`config.mk`:
```
export PLATFORM = sky130hd
export DESIGN_NAME = mem_image_loader
export DESIGN_NICKNAME = d
export VERILOG_FILES = /design/src/rtl/mem_image_loader.sv
export SDC_FILE = /design/constraint.sdc
export NUM_CORES = 1
export LEC_CHECK = 0
export BUFFER_PORTS_ARGS = -buffer_cell sky130_fd_sc_hd__buf_2
export CAP_MARGIN = 20
export CELL_PAD_IN_SITES_DETAIL_PLACEMENT = 2
export CELL_PAD_IN_SITES_GLOBAL_PLACEMENT = 2
export CORE_AREA = 4 4 209 129
export DETAILED_ROUTE_END_ITERATION = 7
export DIE_AREA = 0 0 213 133
export GPL_ROUTABILITY_DRIVEN = 1
export MAX_ROUTING_LAYER = met4
export PLACE_DENSITY_LB_ADDON = 0.1
export SKIP_LAST_GASP = 1
export SYNTH_ARGS = -nofsm -noshare
export SYNTH_HDL_FRONTEND = slang
export SYNTH_SLANG_ARGS = --single-unit
```
`constraint.sdc`:
```
create_clock -name clk -period 4.6 [get_ports clk]
set_input_delay 0.69 -clock clk [delete_from_list [all_inputs] [get_ports clk]]
set_output_delay 0.69 -clock clk [all_outputs]
set_load 0.01 [all_outputs]
```
`src/rtl/mem_image_loader.sv`:
```
// mem_image_loader
//   Host-side loader for the pipeline's external memory-load interface. It accepts a
//   32-bit word stream, packs consecutive words into pairs and drives the instruction
//   and data memory load ports. While it does this it holds enable_load_ex_mem high,
//   which keeps the core in its load state. Once the last pair has been committed,
//   enable drops and the core starts fetching at PC 0.
//
// Ports
//   clk, reset            clock, synchronous active-high reset
//   start                 1-cycle load request, honoured only when idle
//   inst_pairs/data_pairs pair counts, latched at start
//   s_valid/s_data/s_ready word stream (valid/ready handshake)
//   enable_load_ex_mem    core load-mode hold and memory write strobe
//   InstExMem*            instruction pair address and the two words of the pair
//   DataExMem*            data pair address and the two words of the pair
//   busy, done, err       status: loader active, load-finished pulse, bad-count pulse
//
// State   | meaning
// IDLE    | waiting for start, all outputs low
// LD_INST | accepting words for instruction memory pairs
// LD_DATA | accepting words for data memory pairs
// DRAIN   | enable still high so the final pair is committed, then back to IDLE
module mem_image_loader #(
  parameter int PC_W       = 9,
  parameter int DM_ADDRESS = 9,
  parameter int DATA_W     = 32,
  parameter int DRAIN_CYC  = 2
) (
  input  logic                  clk,
  input  logic                  reset,
  input  logic                  start,
  input  logic [PC_W-3:0]       inst_pairs,
  input  logic [DM_ADDRESS-3:0] data_pairs,
  input  logic                  s_valid,
  input  logic [DATA_W-1:0]     s_data,
  output logic                  s_ready,
  output logic                  enable_load_ex_mem,
  output logic [PC_W-1:0]       InstExMemAddress,
  output logic [DATA_W-1:0]     InstExMemData1,
  output logic [DATA_W-1:0]     InstExMemData2,
  output logic [DM_ADDRESS-1:0] DataExMemAddress,
  output logic [DATA_W-1:0]     DataExMemData1,
  output logic [DATA_W-1:0]     DataExMemData2,
  output logic                  busy,
  output logic                  done,
  output logic                  err
);

  localparam int unsigned INST_MAX = 2 ** (PC_W - 3);
  localparam int unsigned DATA_MAX = 2 ** (DM_ADDRESS - 3);
  localparam logic [3:0]  DRAIN_LOAD = 4'(DRAIN_CYC);

  typedef enum logic [1:0] {IDLE, LD_INST, LD_DATA, DRAIN} state_t;

  state_t                state_q, state_d;
  logic [PC_W-3:0]       inst_pairs_q, inst_pairs_d;
  logic [DM_ADDRESS-3:0] data_pairs_q, data_pairs_d;
  logic [PC_W-3:0]       inst_cnt_q, inst_cnt_d;
  logic [DM_ADDRESS-3:0] data_cnt_q, data_cnt_d;
  logic                  phase_q, phase_d;
  logic [DATA_W-1:0]     lo_q, lo_d;
  logic [3:0]            drain_cnt_q, drain_cnt_d;
  logic                  s_ready_q, s_ready_d;
  logic                  enable_q, enable_d;
  logic                  busy_q, busy_d;
  logic                  done_q, done_d;
  logic                  err_q, err_d;
  logic [PC_W-1:0]       inst_addr_q, inst_addr_d;
  logic [DATA_W-1:0]     inst_data1_q, inst_data1_d;
  logic [DATA_W-1:0]     inst_data2_q, inst_data2_d;
  logic [DM_ADDRESS-1:0] data_addr_q, data_addr_d;
  logic [DATA_W-1:0]     data_data1_q, data_data1_d;
  logic [DATA_W-1:0]     data_data2_q, data_data2_d;

  logic                  accept;
  logic                  counts_bad;
  logic [PC_W-3:0]       inst_cnt_inc;
  logic [DM_ADDRESS-3:0] data_cnt_inc;

  // s_ready_q is high exactly in the load states, so this is the handshake.
  assign accept       = s_valid && s_ready_q;
  assign counts_bad   = (32'(inst_pairs) > INST_MAX) || (32'(data_pairs) > DATA_MAX);
  assign inst_cnt_inc = inst_cnt_q + (PC_W - 2)'(1);
  assign data_cnt_inc = data_cnt_q + (DM_ADDRESS - 2)'(1);

  always_comb begin
    state_d      = state_q;
    inst_pairs_d = inst_pairs_q;
    data_pairs_d = data_pairs_q;
    inst_cnt_d   = inst_cnt_q;
    data_cnt_d   = data_cnt_q;
    phase_d      = phase_q;
    lo_d         = lo_q;
    drain_cnt_d  = drain_cnt_q;
    inst_addr_d  = inst_addr_q;
    inst_data1_d = inst_data1_q;
    inst_data2_d = inst_data2_q;
    data_addr_d  = data_addr_q;
    data_data1_d = data_data1_q;
    data_data2_d = data_data2_q;
    done_d       = 1'b0;
    err_d        = 1'b0;

    case (state_q)
      IDLE: begin
        if (start) begin
          if (counts_bad) begin
            err_d = 1'b1;
          end else begin
            inst_pairs_d = inst_pairs;
            data_pairs_d = data_pairs;
            inst_cnt_d   = '0;
            data_cnt_d   = '0;
            phase_d      = 1'b0;
            lo_d         = '0;
            drain_cnt_d  = DRAIN_LOAD;
            inst_addr_d  = '0;
            inst_data1_d = '0;
            inst_data2_d = '0;
            data_addr_d  = '0;
            data_data1_d = '0;
            data_data2_d = '0;
            if (inst_pairs != '0)      state_d = LD_INST;
            else if (data_pairs != '0) state_d = LD_DATA;
            else                       state_d = DRAIN;
          end
        end
      end

      LD_INST: begin
        if (accept) begin
          if (!phase_q) begin
            lo_d    = s_data;
            phase_d = 1'b1;
          end else begin
            phase_d      = 1'b0;
            inst_addr_d  = {inst_cnt_q[PC_W-4:0], 3'b000};
            inst_data1_d = lo_q;
            inst_data2_d = s_data;
            inst_cnt_d   = inst_cnt_inc;
            if (inst_cnt_inc == inst_pairs_q) begin
              if (data_pairs_q != '0) begin
                state_d = LD_DATA;
              end else begin
                state_d     = DRAIN;
                drain_cnt_d = DRAIN_LOAD;
              end
            end
          end
        end
      end

      LD_DATA: begin
        if (accept) begin
          if (!phase_q) begin
            lo_d    = s_data;
            phase_d = 1'b1;
          end else begin
            phase_d      = 1'b0;
            data_addr_d  = {data_cnt_q[DM_ADDRESS-4:0], 3'b000};
            data_data1_d = lo_q;
            data_data2_d = s_data;
            data_cnt_d   = data_cnt_inc;
            if (data_cnt_inc == data_pairs_q) begin
              state_d     = DRAIN;
              drain_cnt_d = DRAIN_LOAD;
            end
          end
        end
      end

      DRAIN: begin
        // The state itself lasts DRAIN_CYC+1 cycles: the cycle carrying the
        // final pair plus DRAIN_CYC commit cycles.
        if (drain_cnt_q == 4'd0) begin
          state_d      = IDLE;
          done_d       = 1'b1;
          inst_addr_d  = '0;
          inst_data1_d = '0;
          inst_data2_d = '0;
          data_addr_d  = '0;
          data_data1_d = '0;
          data_data2_d = '0;
        end else begin
          drain_cnt_d = drain_cnt_q - 4'd1;
        end
      end

      default: state_d = IDLE;
    endcase

    s_ready_d = (state_d == LD_INST) || (state_d == LD_DATA);
    enable_d  = (state_d != IDLE);
    busy_d    = (state_d != IDLE);
  end

  always_ff @(posedge clk) begin
    if (reset) begin
      state_q      <= IDLE;
      inst_pairs_q <= '0;
      data_pairs_q <= '0;
      inst_cnt_q   <= '0;
      data_cnt_q   <= '0;
      phase_q      <= 1'b0;
      lo_q         <= '0;
      drain_cnt_q  <= '0;
      s_ready_q    <= 1'b0;
      enable_q     <= 1'b0;
      busy_q       <= 1'b0;
      done_q       <= 1'b0;
      err_q        <= 1'b0;
      inst_addr_q  <= '0;
      inst_data1_q <= '0;
      inst_data2_q <= '0;
      data_addr_q  <= '0;
      data_data1_q <= '0;
      data_data2_q <= '0;
    end else begin
      state_q      <= state_d;
      inst_pairs_q <= inst_pairs_d;
      data_pairs_q <= data_pairs_d;
      inst_cnt_q   <= inst_cnt_d;
      data_cnt_q   <= data_cnt_d;
      phase_q      <= phase_d;
      lo_q         <= lo_d;
      drain_cnt_q  <= drain_cnt_d;
      s_ready_q    <= s_ready_d;
      enable_q     <= enable_d;
      busy_q       <= busy_d;
      done_q       <= done_d;
      err_q        <= err_d;
      inst_addr_q  <= inst_addr_d;
      inst_data1_q <= inst_data1_d;
      inst_data2_q <= inst_data2_d;
      data_addr_q  <= data_addr_d;
      data_data1_q <= data_data1_d;
      data_data2_q <= data_data2_d;
    end
  end

  assign s_ready            = s_ready_q;
  assign enable_load_ex_mem = enable_q;
  assign busy               = busy_q;
  assign done               = done_q;
  assign err                = err_q;
  assign InstExMemAddress   = inst_addr_q;
  assign InstExMemData1     = inst_data1_q;
  assign InstExMemData2     = inst_data2_q;
  assign DataExMemAddress   = data_addr_q;
  assign DataExMemData1     = data_data1_q;
  assign DataExMemData2     = data_data2_q;

endmodule

```
==> results.cfg, run 1 <==
[status]
status = completed

[timing]
rsz0062_at_grt = no
finalSetupTns_ns = 0
post-route-min-period_ns = 3.32
fmax_mhz = 301
max_slew_margin = 0.328
setup_violations = 0
worstMarginPinSlew_ns = 1.01
slew_violations = 0
fin_crit_sh = 0.722
hold_viol = 0
whs_ns = 0.415
fin_skew_ns = 0.0229

[critical_path]
crit_slowest_cell = a211o_2
endpoint_kind = register
reg2reg_setup_slack_ns = 1.28
critPathMaxStageDelay_ns = 0.83
path_class = reg -> reg
worstRegToRegCells = 8
cp.required_ns = 5.04
cp.arrival_ns = 3.76
path_max_fanout = 49
startpoint_type = register
crit_chain = inv_1 > ha_1 > o21a_1 > or2_1 > a211o_2 > buf_4 > nand2_1 > a21oi_1

[floorplanning]
core_area_mm2 = 0.0251
die-area_mm2 = 0.0283
die_y_um = 133
io_pins = 201
rows = 45
fp.dieW_um = 213
start_util = 0.336

[detailed_routing]
dr.pass1.iters = 5
routedWlPerCell_um = 21.2
vias = 7780
wl_um = 31000
via_per_inst = 5.31
drc = 0
antenna_left = 0
drt-initial-drc-count = 509

[clock_network]
numCtsBuffers = 23
postCtsSetupBuffers = 0
cts_hold_buffers = 0
cts_tree = built
root_buffer = clkbuf_16
clk_latency_ns = 0.53
path_clk_slew_ns = 0.06
cts_buffer_depth = 3
cts_sinks = 211
htree_levels = 1
cts_resized = 0

[global_routing]
grt_overflow_total = 0
grt_max_degree = 146
grt_pass1_vias = 8071
grt_pass1_wl_um = 47800
antenna_found_initial = 1
grt_use_total = 0.217

[cells_and_area]
final.fill_count = 2829
syn_to_final_growth_pct = 22.3
nNetsFinal = 1179
final_cell_area_mm2 = 0.0103
drive_above_1_share = 0.222
final_cell_mix = dfxtp_1, buf_2, nor2_1
mostFrequentLayoutCell = dfxtp_1

[synth]
synth_flop_cell = dfxtp_1
synth-seq-cells = 211
synthArstFlopShare = 0
synth_warnings = 0
ys_seq_area_frac = 0.502
syn_inst = 979
syn_area_mm2 = 0.00841
synthDistinctLibCells = 58
syn_avg_cell_area_um2 = 8.59
synth_edf_count = 0

[placement]
dp.final_hpwl_um = 20500
gp_congestion = 0.790
io_buffers = 194
placed_area_mm2 = 0.00948

[power]
power_leakage_nw = 4.25
power_density_mw_per_mm2 = 528
ir_worst_vdd_mv = 0.320

[flow_run]
drv_cap = 0

[worst_hold_path]
hold_class = in -> reg
holdPathStages = 3
-- through the flow --
stage	util	total power [mW]	worst slack, ns	cells
final	0.411	5.43	1.28	1465
after global routing	0.411	5.73	1.09	1465
after CTS	0.409	5.52	1.23	1463
after detailed placement	0.379	3.57	0.999	1423
after global placement	0.379	3.54	1.08	1423
after floorplan	-	3.08	2.07	984
-- kinds of logic after synthesis --
group,Yosys count,share of synthesized area
xor gates and xnor gates,13,0.0135
other,1,0.000446
adders and majority gates,9,0.0134
buffers and inverters,104,0.0575
and+or+nand+nor,377,0.204
AOI/OAI and AO/OA,251,0.194
DFF,211,0.502
muxes,13,0.0155
-- layout make-up --
type | count | area (um2) | share of cell area
multi-input combinational | 669 | 3750 | 0.365
clock buffer | 33 | 653 | 0.0635
antenna | 1 | 2.50 | 0.000243
inverter | 11 | 41.3 | 0.00401
tap | 329 | 412 | 0.0400
timing repair buffer | 204 | 1080 | 0.105
sequential | 211 | 4220 | 0.411
clock inverter | 7 | 120 | 0.0117
-- power by group --
group,total [mW],internal (mW),switching [mW]
sequential,2.01,1.93,0.0874
combinational,1.50,0.336,1.16
clock,1.92,1.16,0.765
-- cell usage after synthesis (all sizes together), types with 2 or more instances --
cell,instances,area [um2]
nand2,89,334
nor2b,8,50.1
nand3,87,435
and4,2,17.5
a311oi,3,26.3
xnor2,7,61.3
dfxtp,211,4220
o21ai,19,95.1
and2,2,12.5
or2,3,18.8
xor2,6,52.6
o311a,3,30.0
and3,5,31.3
o31ai,2,15.0
a22oi,98,736
inv,11,41.3
a21oi,102,510
a211o,5,43.8
clkbuf,57,214
a31oi,3,18.8
a221oi,3,32.5
buf,36,229
nor4,4,40.0
mux2i,13,130
nor3b,2,15.0
ha,9,113
or3,5,31.3
a211oi,2,27.5
nor3,7,45.0
o21a,3,22.5
nand2b,2,12.5
nor2,144,541
nand3b,4,30.0
or4b,2,20.0
nand4,7,43.8
-- worst paths after layout --
check | start | end
worst max-delay path | state_q[0] | DataExMemData2[4]
worst min-delay path | data_pairs[3] | data_pairs_q[3]
worst max register to register | state_q[0] | DataExMemData2[4]
worst min register to register | DataExMemData2[14] | DataExMemData2[14]
-- worst max-delay path: cells and delay by family, from the launching register on --
kind / cells / cell delay (ns)
AO/OA/AOI/OAI: 3 / 1.43
buffers and inverters: 2 / 0.53
AND/OR/NAND/NOR: 2 / 0.50
flip-flops: 1 / 0.37
adder cells (fa/ha/maj): 1 / 0.37
-- routing by layer --
| metal | share of wire | routed length, um | vias to the layer above | global-route usage |
|---|---|---|---|---|
| met1 | 0.50 | 15500 | 3871 | 0.314 |
| met3 | 0.053 | 1650 | 30 | 0.0462 |
| li1 | - | - | 3714 | - |
| met2 | 0.43 | 13500 | 165 | 0.318 |
| met4 | 0.012 | 374 | 0 | 0.0322 |
| met5 | 0 | 0 | - | - |
-- sequential cells by signal, summed over array words and instances, names as in the netlist, 2 cells and up --
register	count
drain_cnt_q	4
data_pairs_q	7
DataExMemAddress	6
lo_q	32
DataExMemData2	32
inst_pairs_q	7
inst_cnt_q	7
data_cnt_q	7
InstExMemAddress	6
InstExMemData2	32
DataExMemData1	32
state_q	2
InstExMemData1	32
No activity file was read; power rests on OpenSTA's default activity.
==> run 2, diff against run 1 <==
Settings changed: CORE_AREA 4 4 209 129 to 4 4 229 142, DIE_AREA 0 0 213 133 to 0 0 233 146.
Clock period 4.6 ns to 2.9 ns, I/O delays scaled along.
==> results.cfg, run 2 (same netlist as run 1, synthesis figures left out) <==
[cells_and_area]
final_cell_area_mm2 = 0.0106
final_cell_mix = dfxtp_1, buf_2, nor2_1
insertedDiodeCount = 0
drive_above_1_share = 0.237
final_core_util = 0.346
mostFrequentLayoutCell = dfxtp_1
syn_to_final_growth_pct = 25.7
nNetsFinal = 1198

[power]
p_seq_frac = 0.364
pwr-share-comb = 0.306
switching_share = 0.381
ir_worst_vdd_mv = 0.509
totalPowerFinal_mw = 8.76
power.share.clock = 0.329
power_density_mw_per_mm2 = 829
p_int_mw = 5.43
p_switching_mw = 3.34
power_leakage_nw = 4.34

[global_routing]
grt_pass1_vias = 8083
antenna_found_initial = 0
grt_overflow_total = 0
grt_pass1_wl_um = 51000
grt_use_total = 0.194
grt_max_degree = 72

[clock_network]
path_clk_slew_ns = 0.06
clk_latency_ns = 0.52
htree_levels = 1
root_buffer = clkbuf_16
postCtsSetupBuffers = 0
cts_sinks = 211
cts_buffer_depth = 3
numCtsBuffers = 23
cts_resized = 0
cts_tree = built
cts_hold_buffers = 0

[timing]
fmax_mhz = 353
max_slew_margin = 0.473
slew_violations = 0
post-route-min-period_ns = 2.84
fin_skew_ns = 0.0110
setup_violations = 0
hold_viol = 0
fin_crit_sh = 0.978
whs_ns = 0.169
worstMarginPinSlew_ns = 0.790
rsz0062_at_grt = yes

[worst_hold_path]
hold_class = in -> reg
hold_end = data_pairs_q[0]
hp-start = data_pairs[0]
holdPathStages = 3

[critical_path]
reg2reg_setup_slack_ns = 0.06
cp.arrival_ns = 3.22
critPathMaxStageDelay_ns = 0.48
cp.required_ns = 3.29
crit_chain = ha_1 > and3_1 > and3_1 > a311oi_1 > o41ai_1 > a221oi_1 > o21a_1 > ha_1 > nor2b_1
endpoint_kind = register
r2r_start = data_cnt_q[1]
path_delay_family = compound AO/OA/AOI/OAI gates
path_class = reg -> reg
startpoint_type = register
reg2reg_to = s_ready
path_max_fanout = 8
path_buf_inv = 0
crit_slowest_cell = o41ai_1
worstRegToRegCells = 9

[floorplanning]
io_pins = 201
die-area_mm2 = 0.0340
core_area_mm2 = 0.0305
start_util = 0.276
die_y_um = 146
fp.dieW_um = 233
rows = 50

[status]
status = completed

[flow_run]
drv_cap = 0

[detailed_routing]
antenna_left = 0
vias = 7898
routedWlPerCell_um = 21.0
wl_um = 32900
drc = 0
via_per_inst = 5.03
dr.pass1.iters = 4
drt-initial-drc-count = 394

[placement]
io_buffers = 194
dp.final_hpwl_um = 21900
placed_area_mm2 = 0.00983
gp_congestion = 0.748
[run 2: changes by cell type in the layout (fill, tap and decap cells not counted), moves of 2 or more]
cell,change
buf_4,+13
ha_2,+2
bufinv_16,-2
buf_12,+7
ha_1,-2
[run 2: area by class of cell]
class | count | area (um2)
Tap cell | 416 | 520
Fill cell | 3496 | 20000
Sequential cell | 211 | 4230
Clock buffer | 35 | 671
Multi-Input combinational cell | 669 | 3770
Inverter | 11 | 41.3
Clock inverter | 4 | 48.8
Timing Repair Buffer | 223 | 1290
[run 2: metrics by stage]
stage               worst slack [ns]  TNS (ns)  cells
finish                        0.0650         0   1569
global placement               0.107         0   1530
floorplan                      0.537         0    984
detailed placement            0.0589         0   1530
CTS                           0.0253         0   1569
global route                 -0.0789   -0.0789   1569
[run 2: worst register-to-register path, stage by stage (launching register included)]
cell and delay [ns]:
dfxtp_1 0.42, ha_1 0.38, and3_1 0.25, and3_1 0.23
a311oi_1 0.15, o41ai_1 0.48, a221oi_1 0.14, o21a_1 0.23
ha_1 0.30, nor2b_1 0.13
[run 2: worst max path at each step]
stage                       start       to  slack, ns  depth (start not counted)
CTS                 inst_cnt_q[0]  s_ready       0.03                          9
floorplan           inst_cnt_q[0]  s_ready       0.54                          9
global route        data_cnt_q[1]  s_ready      -0.08                          9
finish              data_cnt_q[1]  s_ready       0.06                          9
global placement    inst_cnt_q[0]  s_ready       0.11                          9
detailed placement  inst_cnt_q[0]  s_ready       0.06                          9
[run 2: power by group through the flow]
stage / combinational, mW / sequential [mW] / clock [mW]
6_report: 2.68 / 3.19 / 2.89
3_5_place_dp: 2.74 / 3.26 / 0
4_1_cts: 2.75 / 3.19 / 3.00
2_1_floorplan: 1.65 / 3.24 / 0
5_1_grt: 2.95 / 3.22 / 3.13
3_3_place_gp: 2.72 / 3.26 / 0
[run 2: metal layers]
metal	wire length, um	up-vias	share of wire	track usage
li1	-	3755	-	-
met1	16900	3965	0.51	0.288
met2	13900	146	0.42	0.277
met3	1660	32	0.051	0.0393
met4	392	0	0.012	0.0260
met5	0	-	0	-
==> run 3, diff against run 2 <==
Settings changed: CAP_MARGIN 20 to unset, CORE_AREA 4 4 229 142 to 4 4 179 181, DIE_AREA 0 0 233 146 to 0 0 183 185.
==> results.cfg, run 3 (same netlist as run 1, synthesis figures left out) <==
[timing]
fin_crit_sh = 0.921
setup_violations = 0
max_slew_margin = 0.488
rsz0062_at_grt = no
fin_ws_ns = 0.229
post-route-min-period_ns = 2.67
worstMarginPinSlew_ns = 0.768
slew_violations = 0
fin_skew_ns = 0.0191
finalSetupTns_ns = 0
fmax_mhz = 374
hold_viol = 0

[critical_path]
startpoint_type = register
path_buf_inv = 0
path_class = reg -> reg
endpoint_kind = register
crit_chain = ha_1 > and3_1 > and3_1 > a311oi_1 > o41ai_1 > a221oi_1 > o21a_1 > ha_1 > nor2b_1
path_delay_family = compound AO/OA/AOI/OAI gates
path_max_fanout = 8
cp.arrival_ns = 3.08
critPathMaxStageDelay_ns = 0.43
cp.required_ns = 3.31
crit_slowest_cell = o41ai_1

[detailed_routing]
dr_wl_met2_um = 14000
routedWlPerCell_um = 19.4
drt-initial-drc-count = 291
routed.top_layer = met4
wl_um = 30100
vias = 7872
m1WireLength_um = 13800
dr.pass1.iters = 4
drc = 0
via_per_inst = 5.08
wl_met3_um = 1710
antenna_left = 0

[global_routing]
grt_overflow_total = 0
antenna_found_initial = 0
grt_pass1_wl_um = 47800
grt_pass1_vias = 8391
grt_use_total = 0.178
grt_max_degree = 84

[floorplanning]
die-area_mm2 = 0.0339
io_pins = 201
die_y_um = 185
start_util = 0.277
rows = 64
core_area_mm2 = 0.0304
fp.dieW_um = 183

[power]
totalPowerFinal_mw = 9.10
ir_worst_vdd_mv = 0.575
power_density_mw_per_mm2 = 853
power_leakage_nw = 4.39

[cells_and_area]
drive_above_1_share = 0.238
insertedDiodeCount = 0
mostFrequentLayoutCell = dfxtp_1
syn_to_final_growth_pct = 26.8
final.fill_count = 3503
nNetsFinal = 1196
final_cell_mix = dfxtp_1, buf_2, nor2_1

[clock_network]
numCtsBuffers = 26
cts_sinks = 211
clk_latency_ns = 0.52
cts_buffer_depth = 3
htree_levels = 1
cts_tree = built
path_clk_slew_ns = 0.06
postCtsSetupBuffers = 0
root_buffer = clkbuf_16

[placement]
dp.final_hpwl_um = 19600
gp_congestion = 0.744
io_buffers = 194
pre_cts_ws_ns = 0.0488

[status]
status = completed

[flow_run]
drv_cap = 0

[worst_hold_path]
hold_class = in -> reg
-- run 3: cell count changes in the layout (fill, tap and decap cells not counted), sizes merged --
cell / before / now
bufinv: 1 / 2
clkinv: 2 / 3
clkbuf: 35 / 41
buf: 223 / 218
inv: 12 / 11
-- run 3: worst paths after layout --
| path | startpoint | end | slack [ns] | cells past startpoint |
|---|---|---|---|---|
| setup / recovery | data_cnt_q[1] | s_ready | 0.23 | 9 |
| hold / removal | data_pairs[3] | data_pairs_q[3] | 0.17 | 3 |
| setup reg to reg | data_cnt_q[1] | s_ready | 0.23 | 9 |
| hold reg to reg | DataExMemData2[19] | DataExMemData2[19] | 0.45 | 2 |
-- run 3: worst register-to-register path, cell delays in order (launching register included) --
cell      delay, ns
dfxtp_1        0.40
ha_1           0.35
and3_1         0.25
and3_1         0.23
a311oi_1       0.13
o41ai_1        0.43
a221oi_1       0.14
o21a_1         0.22
ha_1           0.28
nor2b_1        0.12
-- run 3: per-layer routing --
layer / GRT usage / vias to the layer above
li1: - / 3744
met1: 0.226 / 3937
met2: 0.291 / 156
met3: 0.0450 / 35
met4: 0.0325 / 0
met5: - / -
-- run 3: power by group --
| group | switching [mW] | internal (mW) | leakage (nW) | total (mW) |
|---|---|---|---|---|
| Sequential | 0.130 | 3.06 | 1.70 | 3.19 |
| Clock | 1.27 | 2.07 | 0.438 | 3.34 |
| Combinational | 1.88 | 0.685 | 2.25 | 2.57 |
| Total | 3.28 | 5.82 | 4.39 | 9.10 |
-- run 3: cell type report --
type	count	area [um2]	share of cell area
Tap cell	396	495	0.0464
Sequential cell	211	4230	0.396
Clock buffer	41	808	0.0757
Inverter	11	41.3	0.00387
Timing Repair Buffer	218	1260	0.118
Clock inverter	5	78.8	0.00739
Multi-Input combinational cell	669	3770	0.353
-- run 3: what timing repair did --
action | CTS | global route
endpoints found under the setup margin | 0 | 2
gates resized for setup | 0 | 4
hold buffers | 0 | 0
-- run 3: through the flow --
stage                     hold WS [ns]  area (um2)   util  std cells
final                            0.174       10700  0.351       1551
after detailed placement         0.444        9770  0.321       1505
after global routing             0.185       10700  0.351       1551
after CTS                        0.154       10700  0.350       1551
after floorplan                  0.445        8430      -        984
after global placement           0.438        9770  0.321       1505
